--- src/rtl/race_pkg.sv ---
// Shared race-game codes: sequencer state encoding and the operation codes
// exchanged between the encoder, display and sequencer.
package race_pkg;

  typedef enum logic [2:0] {
    ST_IDLE      = 3'd0,
    ST_SETTING   = 3'd1,
    ST_SYNCING   = 3'd2,
    ST_COUNTDOWN = 3'd3,
    ST_RACING    = 3'd4,
    ST_PAUSE     = 3'd5,
    ST_FINISH    = 3'd6
  } race_state_t;

  typedef enum logic [2:0] {
    OP_NIL      = 3'd0,
    OP_FORWARD  = 3'd1,
    OP_BACKWARD = 3'd2,
    OP_LEFT     = 3'd3,
    OP_RIGHT    = 3'd4
  } race_op_t;

  // States in which the timing tick prescaler advances.
  function automatic logic tick_running(input race_state_t s);
    return (s == ST_SYNCING) || (s == ST_COUNTDOWN) || (s == ST_RACING);
  endfunction

endpackage

--- src/rtl/race_tick_gen.sv ---
// Timing-tick prescaler: counts 0..TICK_CYCLES-1 while enabled and not held,
// pulsing tick for one cycle at the terminal count.
module race_tick_gen #(
  parameter int TICK_CYCLES = 100_000_000
) (
  input  logic clk,
  input  logic rst,
  input  logic enable,
  input  logic clear,
  input  logic hold,
  output logic tick
);

  localparam int CW = (TICK_CYCLES > 1) ? $clog2(TICK_CYCLES) : 1;
  localparam logic [CW-1:0] TERMINAL = CW'(TICK_CYCLES - 1);

  logic [CW-1:0] count_reg;
  logic          advance;

  assign advance = enable && !hold;
  assign tick    = advance && (count_reg == TERMINAL);

  always_ff @(posedge clk or posedge rst) begin
    if (rst) begin
      count_reg <= '0;
    end else if (clear) begin
      count_reg <= '0;
    end else if (advance) begin
      count_reg <= (count_reg == TERMINAL) ? '0 : count_reg + 1'b1;
    end
  end

endmodule

--- src/rtl/race_phase_controller.sv ---
// Master race sequencer: game state FSM plus countdown digit, lap counter,
// saturating race timer and win flag.
module race_phase_controller
  import race_pkg::*;
#(
  parameter int TICK_CYCLES  = 100_000_000,
  parameter int COUNT_FROM   = 3,
  parameter int LAPS         = 3,
  parameter int SYNC_TIMEOUT = 10
) (
  input  logic        clk,
  input  logic        rst,
  input  logic        start_req,
  input  logic        confirm_req,
  input  logic        pause_req,
  input  logic        abort_req,
  input  logic        peer_ready,
  input  logic        peer_finished,
  input  logic        lap_pulse,
  output logic [2:0]  state,
  output logic        local_ready,
  output logic [1:0]  countdown,
  output logic [2:0]  lap_count,
  output logic [15:0] race_time,
  output logic        won
);

  localparam int SW = $clog2(SYNC_TIMEOUT + 1);

  race_state_t   state_reg, state_next;
  logic [1:0]    countdown_reg, countdown_next;
  logic [2:0]    lap_reg, lap_next;
  logic [15:0]   time_reg, time_next;
  logic          won_reg, won_next;
  logic          ready_reg;
  logic [SW-1:0] sync_reg, sync_next;
  logic [SW-1:0] sync_inc;
  logic [2:0]    lap_inc;
  logic          local_finish;
  logic          tick, tick_clear, pause_toggle;

  assign sync_inc     = sync_reg + 1'b1;
  assign lap_inc      = lap_reg + 3'd1;
  assign local_finish = lap_pulse && (lap_inc == 3'(LAPS));

  // The prescaler keeps its phase across a pause so resuming does not
  // shorten or stretch the current race_time tick.
  assign pause_toggle = ((state_reg == ST_RACING) && (state_next == ST_PAUSE)) ||
                        ((state_reg == ST_PAUSE) && (state_next == ST_RACING));
  assign tick_clear   = (state_next != state_reg) && !pause_toggle;

  race_tick_gen #(
    .TICK_CYCLES(TICK_CYCLES)
  ) u_tick (
    .clk   (clk),
    .rst   (rst),
    .enable(tick_running(state_reg)),
    .clear (tick_clear),
    .hold  (state_reg == ST_PAUSE),
    .tick  (tick)
  );

  always_comb begin
    state_next     = state_reg;
    countdown_next = countdown_reg;
    lap_next       = lap_reg;
    time_next      = time_reg;
    won_next       = won_reg;
    sync_next      = sync_reg;
    case (state_reg)
      ST_IDLE: begin
        if (start_req) state_next = ST_SETTING;
      end
      ST_SETTING: begin
        if (abort_req) begin
          state_next = ST_IDLE;
        end else if (confirm_req) begin
          state_next = ST_SYNCING;
          sync_next  = '0;
        end
      end
      ST_SYNCING: begin
        if (abort_req) begin
          state_next = ST_IDLE;
        end else if (peer_ready) begin
          state_next     = ST_COUNTDOWN;
          countdown_next = 2'(COUNT_FROM);
        end else if (tick) begin
          if (sync_inc == SW'(SYNC_TIMEOUT)) state_next = ST_SETTING;
          else                               sync_next  = sync_inc;
        end
      end
      ST_COUNTDOWN: begin
        if (abort_req) begin
          state_next = ST_IDLE;
        end else if (tick) begin
          if (countdown_reg > 2'd1) begin
            countdown_next = countdown_reg - 2'd1;
          end else begin
            state_next     = ST_RACING;
            countdown_next = 2'd0;
          end
        end
      end
      ST_RACING: begin
        if (abort_req) begin
          state_next = ST_IDLE;
        end else begin
          if (tick && (time_reg != 16'hFFFF)) time_next = time_reg + 16'd1;
          if (lap_pulse) lap_next = lap_inc;
          if (local_finish) begin
            state_next = ST_FINISH;
            won_next   = !peer_finished;
          end else if (peer_finished) begin
            state_next = ST_FINISH;
            won_next   = 1'b0;
          end else if (pause_req) begin
            state_next = ST_PAUSE;
          end
        end
      end
      ST_PAUSE: begin
        if (abort_req)      state_next = ST_IDLE;
        else if (pause_req) state_next = ST_RACING;
      end
      ST_FINISH: begin
        if (abort_req || start_req) state_next = ST_IDLE;
      end
      default: state_next = ST_IDLE;
    endcase
    if (state_next == ST_IDLE) begin
      countdown_next = 2'd0;
      lap_next       = 3'd0;
      time_next      = 16'd0;
      won_next       = 1'b0;
    end
  end

  always_ff @(posedge clk or posedge rst) begin
    if (rst) begin
      state_reg     <= ST_IDLE;
      countdown_reg <= 2'd0;
      lap_reg       <= 3'd0;
      time_reg      <= 16'd0;
      won_reg       <= 1'b0;
      ready_reg     <= 1'b0;
      sync_reg      <= '0;
    end else begin
      state_reg     <= state_next;
      countdown_reg <= countdown_next;
      lap_reg       <= lap_next;
      time_reg      <= time_next;
      won_reg       <= won_next;
      ready_reg     <= (state_next == ST_SYNCING);
      sync_reg      <= sync_next;
    end
  end

  assign state       = state_reg;
  assign local_ready = ready_reg;
  assign countdown   = countdown_reg;
  assign lap_count   = lap_reg;
  assign race_time   = time_reg;
  assign won         = won_reg;

endmodule

--- config.mk ---
export PLATFORM = sky130hd
export DESIGN_NAME = race_phase_controller
export DESIGN_NICKNAME = d
export VERILOG_FILES = /design/src/rtl/race_pkg.sv /design/src/rtl/race_tick_gen.sv /design/src/rtl/race_phase_controller.sv
export SDC_FILE = /design/constraint.sdc
export NUM_CORES = 1
export LEC_CHECK = 0
export CAP_MARGIN = 20
export CORE_UTILIZATION = 50
export CTS_CLUSTER_SIZE = 8
export DETAILED_ROUTE_END_ITERATION = 12
export PLACE_DENSITY = 0.71
export SETUP_SLACK_MARGIN = 0.1
export SKIP_LAST_GASP = 1
export SLEW_MARGIN = 5
export SYNTH_ARGS = -nofsm -noshare
export SYNTH_HDL_FRONTEND = slang
export SYNTH_SLANG_ARGS = --single-unit
--- constraint.sdc ---
create_clock -name clk -period 5.94 [get_ports clk]
set_input_delay 1.188 -clock clk [delete_from_list [all_inputs] [get_ports clk]]
set_output_delay 1.188 -clock clk [all_outputs]
set_load 0.1 [all_outputs]
==> out/metrics.cfg, run 1 <==
[critical_path]
slowest_stage=clkdlybuf4s50_1
critPathKind=reg -> out
cp-start-kind=register
crit_buf_inv=1
crit_arrival_ns=2.48
crit_path_end_kind=output port
cp_max_fo=28
path_cells=clkdlybuf4s50_1
crit_required_ns=4.75
slowest_delay_ns=1.27
cp_top_family=buffers and inverters

[run]
cap_violations=0

[global_routing]
antenna_found_initial=0
grt_pass1_vias=3078
grt_max_degree=58
gr-total-overflow=0
grt_pass1_wl_mm=15.0
grt.total_usage_pct=25.0

[clocking]
clockBufferDepth=2
h-tree-depth=3
cts_num_sinks=57
numCtsBuffers=9
clkTransAtPathRegs_ns=0.07
root_buffer=clkbuf_8
clk_latency_ns=0.34
cts_setup_buffers=0
cts_tree=yes
ctsResizeCount=0
cts_hold_buffers=0

[layout]
final_cell_mix=57 x dfrtp_1, 53 x a21oi_1, 35 x nand2_1
fill_cells=624
fin_area_um2=4300
diodes=0
area_growth_pct=17.6
final_common_cell=dfrtp_1
largest_reg_flops=27
fin_nets=463
drive_above_1_share_pct=8.39

[timing]
clock_skew_ns=0.0114
setup_viol=0
hold_viol=0
finalCriticalPeriod_ns=3.67
tns_ns=0
slew_headroom_pct=32.5
rsz0062_at_grt=no
tightest_slew_ns=1.01
slew_viol_final=0
fmax_mhz=272
fin_crit_sh_pct=61.8

[power]
power_frac_comb_pct=17.9
vdd_drop_max_uv=124
switchingPower_uw=311
power_frac_clock_pct=40.8
p_sw_share_pct=30.5
p_seq_share_pct=41.4
post-layout-total-power_uw=1020
powerDensity_nw_per_um2=237
power_leakage_uw=0.00162
p_int_uw=710

[yosys]
synth.distinct_cells=58
synth_top_area_share_pct=39.0
syn_avg_cell_area_um2=8.69
ys_ff_latch=57
synth-edff-count=0
synth_top_area_cell=dfrtp_1
yosys_warnings=0
synth_area_um2=3660
synth_cells=421
async_reset_ff_share_pct=100
yosysSeqAreaShare_pct=39.0
yosys-top-cells-area=dfrtp_1 39%, a21oi_1 7.3%, xor2_1 5.3%
syn_nets=436
synth_flop_cell=dfrtp_1

[placement]
place_congestion=0.834
io_buffers=34
dp_hpwl_mm=5.80
post_dp_cell_area_um2=4040

[floorplan]
core_um2=6940
initial_core_util_pct=52.7
die_y_um=87.5
row_count=30
boundaryPins=35
die_area_um2=7660
die_x_um=87.5

[route]
wl_mm=8.94
via_per_inst=6.07
ant_nets=0
via_count=3332
drtPass1Iterations=4
wl_per_cell_um=16.3
drc=0
drt_iter0_drc=215

[status]
status=finished clean

[hold_path]
min_path_type=reg -> reg

==> power by group through the flow <==
stage                     combinational (uW)  clock (uW)  sequential [uW]
after floorplan                          119           0              440
after detailed placement                 171           0              429
after global routing                     198         440              425
after global placement                   170           0              429
final                                    182         416              422
after CTS                                171         422              422
==> per-stage QoR <==
step / setup WS [ns] / instances / utilization [%] / hold WS, ns
finish: 2.27 / 549 / 62.0 / 0.559
global route: 2.13 / 549 / 62.0 / 0.580
CTS: 2.03 / 546 / 61.4 / 0.558
detailed placement: 1.78 / 530 / 58.1 / 0.552
global placement: 1.84 / 530 / 58.1 / 0.551
floorplan: 3.00 / 421 / - / 0.494
==> routing by layer <==
| metal | global-route usage, % | up-vias | wire length, um |
|---|---|---|---|
| met5 | 0 | - | 0 |
| met4 | 8.79 | 0 | 25 |
| met3 | 3.86 | 2 | 420 |
| met2 | 39.3 | 74 | 4190 |
| met1 | 35.2 | 1634 | 4300 |
| li1 | - | 1622 | - |
==> synthesized netlist by cell type, drive strengths merged, types with 3 or more instances <==
library cell  instances
a21oi                54
buf                  11
o21ai                25
a211oi                8
o211ai                4
nor3b                 4
nand2                35
nor2                 17
or4b                  3
and3                 10
o31ai                 4
a22oi                 4
nand3b                3
and4                  4
a31oi                 4
inv                   9
xor2                 22
nand4                19
a21boi                3
or3                   7
xnor2                 7
dfrtp                57
ha                    6
clkbuf               15
and2                  7
nor3                 16
nor4                  8
nand2b                4
nand3                19
nor2b                 3
==> worst register-to-register path: cells and delay by family, from the launching register on <==
kind | cells | cell delay (ns)
and+or+nand+nor | 4 | 2.34
DFF | 1 | 0.46
AOI/OAI and AO/OA | 2 | 0.36
buffers and inverters | 1 | 0.26
==> kinds of logic (layout without fill, tap and decap cells) <==
kind of cell               count (synthesis)  in the layout  synth area share, %
xor gates and xnor gates                  29             29                 6.94
AOI/OAI and AO/OA                        122            122                 20.7
muxes                                      2              2                0.547
and+or+nand+nor                          170            170                 26.4
DFF                                       57             57                 39.0
buffers and inverters                     35             67                 4.38
adders and majority gates                  6              6                 2.05
==> final timing paths <==
| path | slack (ns) | cells after the start | endpoint | from |
|---|---|---|---|---|
| max reg2reg | 2.34 | 7 | countdown[0] | u_tick.count_reg[10] |
| max | 2.27 | 1 | state[0] | state[0] |
| min in group asynchronous | 1.38 | 3 | u_tick.count_reg[20] | rst |
| max in group asynchronous | 4.10 | 3 | sync_reg[0] | rst |
| min | 0.56 | 1 | sync_reg[3] | sync_reg[3] |
| min reg2reg | 0.56 | 1 | sync_reg[3] | sync_reg[3] |
==> layout make-up <==
cell class	instances	area, um^2	share of cell area (%)
multi-input combinational	329	2080	48.3
sequential	57	1430	33.1
timing repair buffer	42	415	9.65
clock buffer	11	151	3.52
tap	96	120	2.79
clock inverter	5	77.6	1.80
inverter	9	33.8	0.785
Note: power is estimated with default switching activity, not from simulation.
==> run 2, diff against run 1 <==
PLACE_DENSITY = 0.74   (was 0.71)
clock period = 3.1 ns   (was 5.94 ns; I/O delays follow)
==> run 2 against run 1 <==
Net effect: global-route usage shrank 0.58 points; first-iteration DRC count grew 16%; final area shrank 1.2%; critical path type is now reg -> reg; largest cell class unchanged; largest power group unchanged.
==> out/metrics.cfg, run 2 (synthesis gave the netlist of run 1 again) <==
[placement]
io_buffers=34
place_congestion=0.877
place_ws_ns=0.216
dp_hpwl_mm=6.07
post_dp_cell_area_um2=4090

[clocking]
clockBufferDepth=2
cts_hold_buffers=0
root_buffer=clkbuf_8
cts_tree=yes
cts_num_sinks=57
h-tree-depth=3
cts_setup_buffers=0
numCtsBuffers=9
clkTransAtPathRegs_ns=0.06
clk_latency_ns=0.34

[floorplan]
die_x_um=87.5
initial_core_util_pct=52.7
die_area_um2=7660
core_um2=6940
boundaryPins=35
row_count=30
die_y_um=87.5

[route]
routed.top_layer=met4
via_per_inst=6.01
met3WireLength_um=343
drt_iter0_drc=250
wl_met2_mm=4.05
drc=0
wl_mm=8.81
wl_met1_mm=4.27
ant_nets=0
via_count=3356
drtPass1Iterations=5
wl_per_cell_um=15.8

[timing]
slew_headroom_pct=52.2
fin_crit_sh_pct=91.5
rsz0062_at_grt=no
worst_slack_ns=0.265
tightest_slew_ns=0.708
finalCriticalPeriod_ns=2.83
clock_skew_ns=0.00958
tns_ns=0
hold_viol=0
setup_viol=0
slew_viol_final=0
fmax_mhz=353

[critical_path]
cp_common_cell=or4_4
worst-r2r-cell-count=7
r2r-start=u_tick.count_reg[12]
cp-start-kind=register
critPathKind=reg -> reg
cp_top_family=simple AND/OR/NAND/NOR gates
path_cells=or4b_4 > or4_4 > or4_4 > a21oi_4 > a211oi_2 > buf_6 > a21oi_1
crit_arrival_ns=3.09
regToRegEndpoint=race_time[9]
crit_required_ns=3.36
slowest_stage=or4_4
slowest_delay_ns=0.60
crit_path_end_kind=register
crit_buf_inv=1
cp_max_fo=16
regToRegSetupSlack_ns=0.27

[global_routing]
grt_pass1_wl_mm=14.6
grt_max_degree=28
gr-total-overflow=0
antenna_found_initial=0
grt.total_usage_pct=24.4
grt_pass1_vias=3081

[hold_path]
holdCritStartpoint=sync_reg[3]
min_path_cells=1
hold_end=sync_reg[3]
min_path_type=reg -> reg

[layout]
fin_area_um2=4250
largest_reg_flops=27
regArea_um2=1430
drive_above_1_share_pct=15.4
diodes=0
multi_input_area_um2=2070
area_growth_pct=16.2
utilization_pct=61.2
final_common_cell=dfrtp_1
fill_cells=607
final_cell_mix=57 x dfrtp_1, 53 x a21oi_1, 41 x buf_4
fin_nets=473

[run]
cap_violations=0

[power]
vdd_drop_max_uv=191
power_leakage_uw=0.00170
post-layout-total-power_uw=1770
powerDensity_nw_per_um2=417

[status]
status=finished clean

[run 2: changes by cell type in the layout (fill, tap and decap cells not counted), moves of 2 or more]
cell | previous run | this run
buf_12 | 0 | 2
clkdlybuf4s50_1 | 34 | 8
buf_8 | 2 | 0
buf_4 | 6 | 41
clkinv_2 | 2 | 4
bufinv_16 | 2 | 0
[run 2: how the worst max path moves through the flow]
stage,start,end,slack (ns),cells after the start
3_3_place_gp,u_tick.count_reg[12],race_time[5],0.30,7
3_5_place_dp,u_tick.count_reg[12],race_time[9],0.22,7
5_1_grt,u_tick.count_reg[12],race_time[9],0.14,7
6_report,u_tick.count_reg[12],race_time[9],0.27,7
4_1_cts,u_tick.count_reg[12],race_time[9],0.21,7
2_1_floorplan,u_tick.count_reg[10],countdown[1],0.34,8
[run 2: stage by stage]
stage | std cells | hold slack (ns)
CTS | 558 | 0.559
global placement | 543 | 0.543
global route | 558 | 0.592
detailed placement | 543 | 0.548
floorplan | 421 | 0.494
finish | 558 | 0.562
[run 2: area by class of cell]
type / count / share of cell area, %
flip-flops and latches: 57 / 33.5
multi-input cells: 329 / 48.7
inverters: 9 / 0.794
clock inverters: 4 / 0.471
repair buffers: 52 / 10.3
well taps: 96 / 2.82
clock buffers: 11 / 3.32
[run 2: routing by layer]
metal	up-vias	global-route usage, %
met3	15	3.58
met4	0	9.84
li1	1650	-
met2	66	37.9
met5	-	0
met1	1625	34.3
[run 2: timing repair]
action                                  CTS  global route
endpoints found under the setup margin    0            16
hold endpoints to repair                  0             0
resized for setup                         0             1
[run 2: report_power, final]
part	switching (uW)	internal (uW)
sequential	41.9	762
combinational	256	124
clock	288	301
total	586	1190
[run 2: worst reg2reg max path, delay by kind of cell, from the launching register on]
kind	cells	cell delay, ns
AND/OR/NAND/NOR	3	1.70
buffers and inverters	1	0.19
flip-flops	1	0.41
AO/OA/AOI/OAI	3	0.45
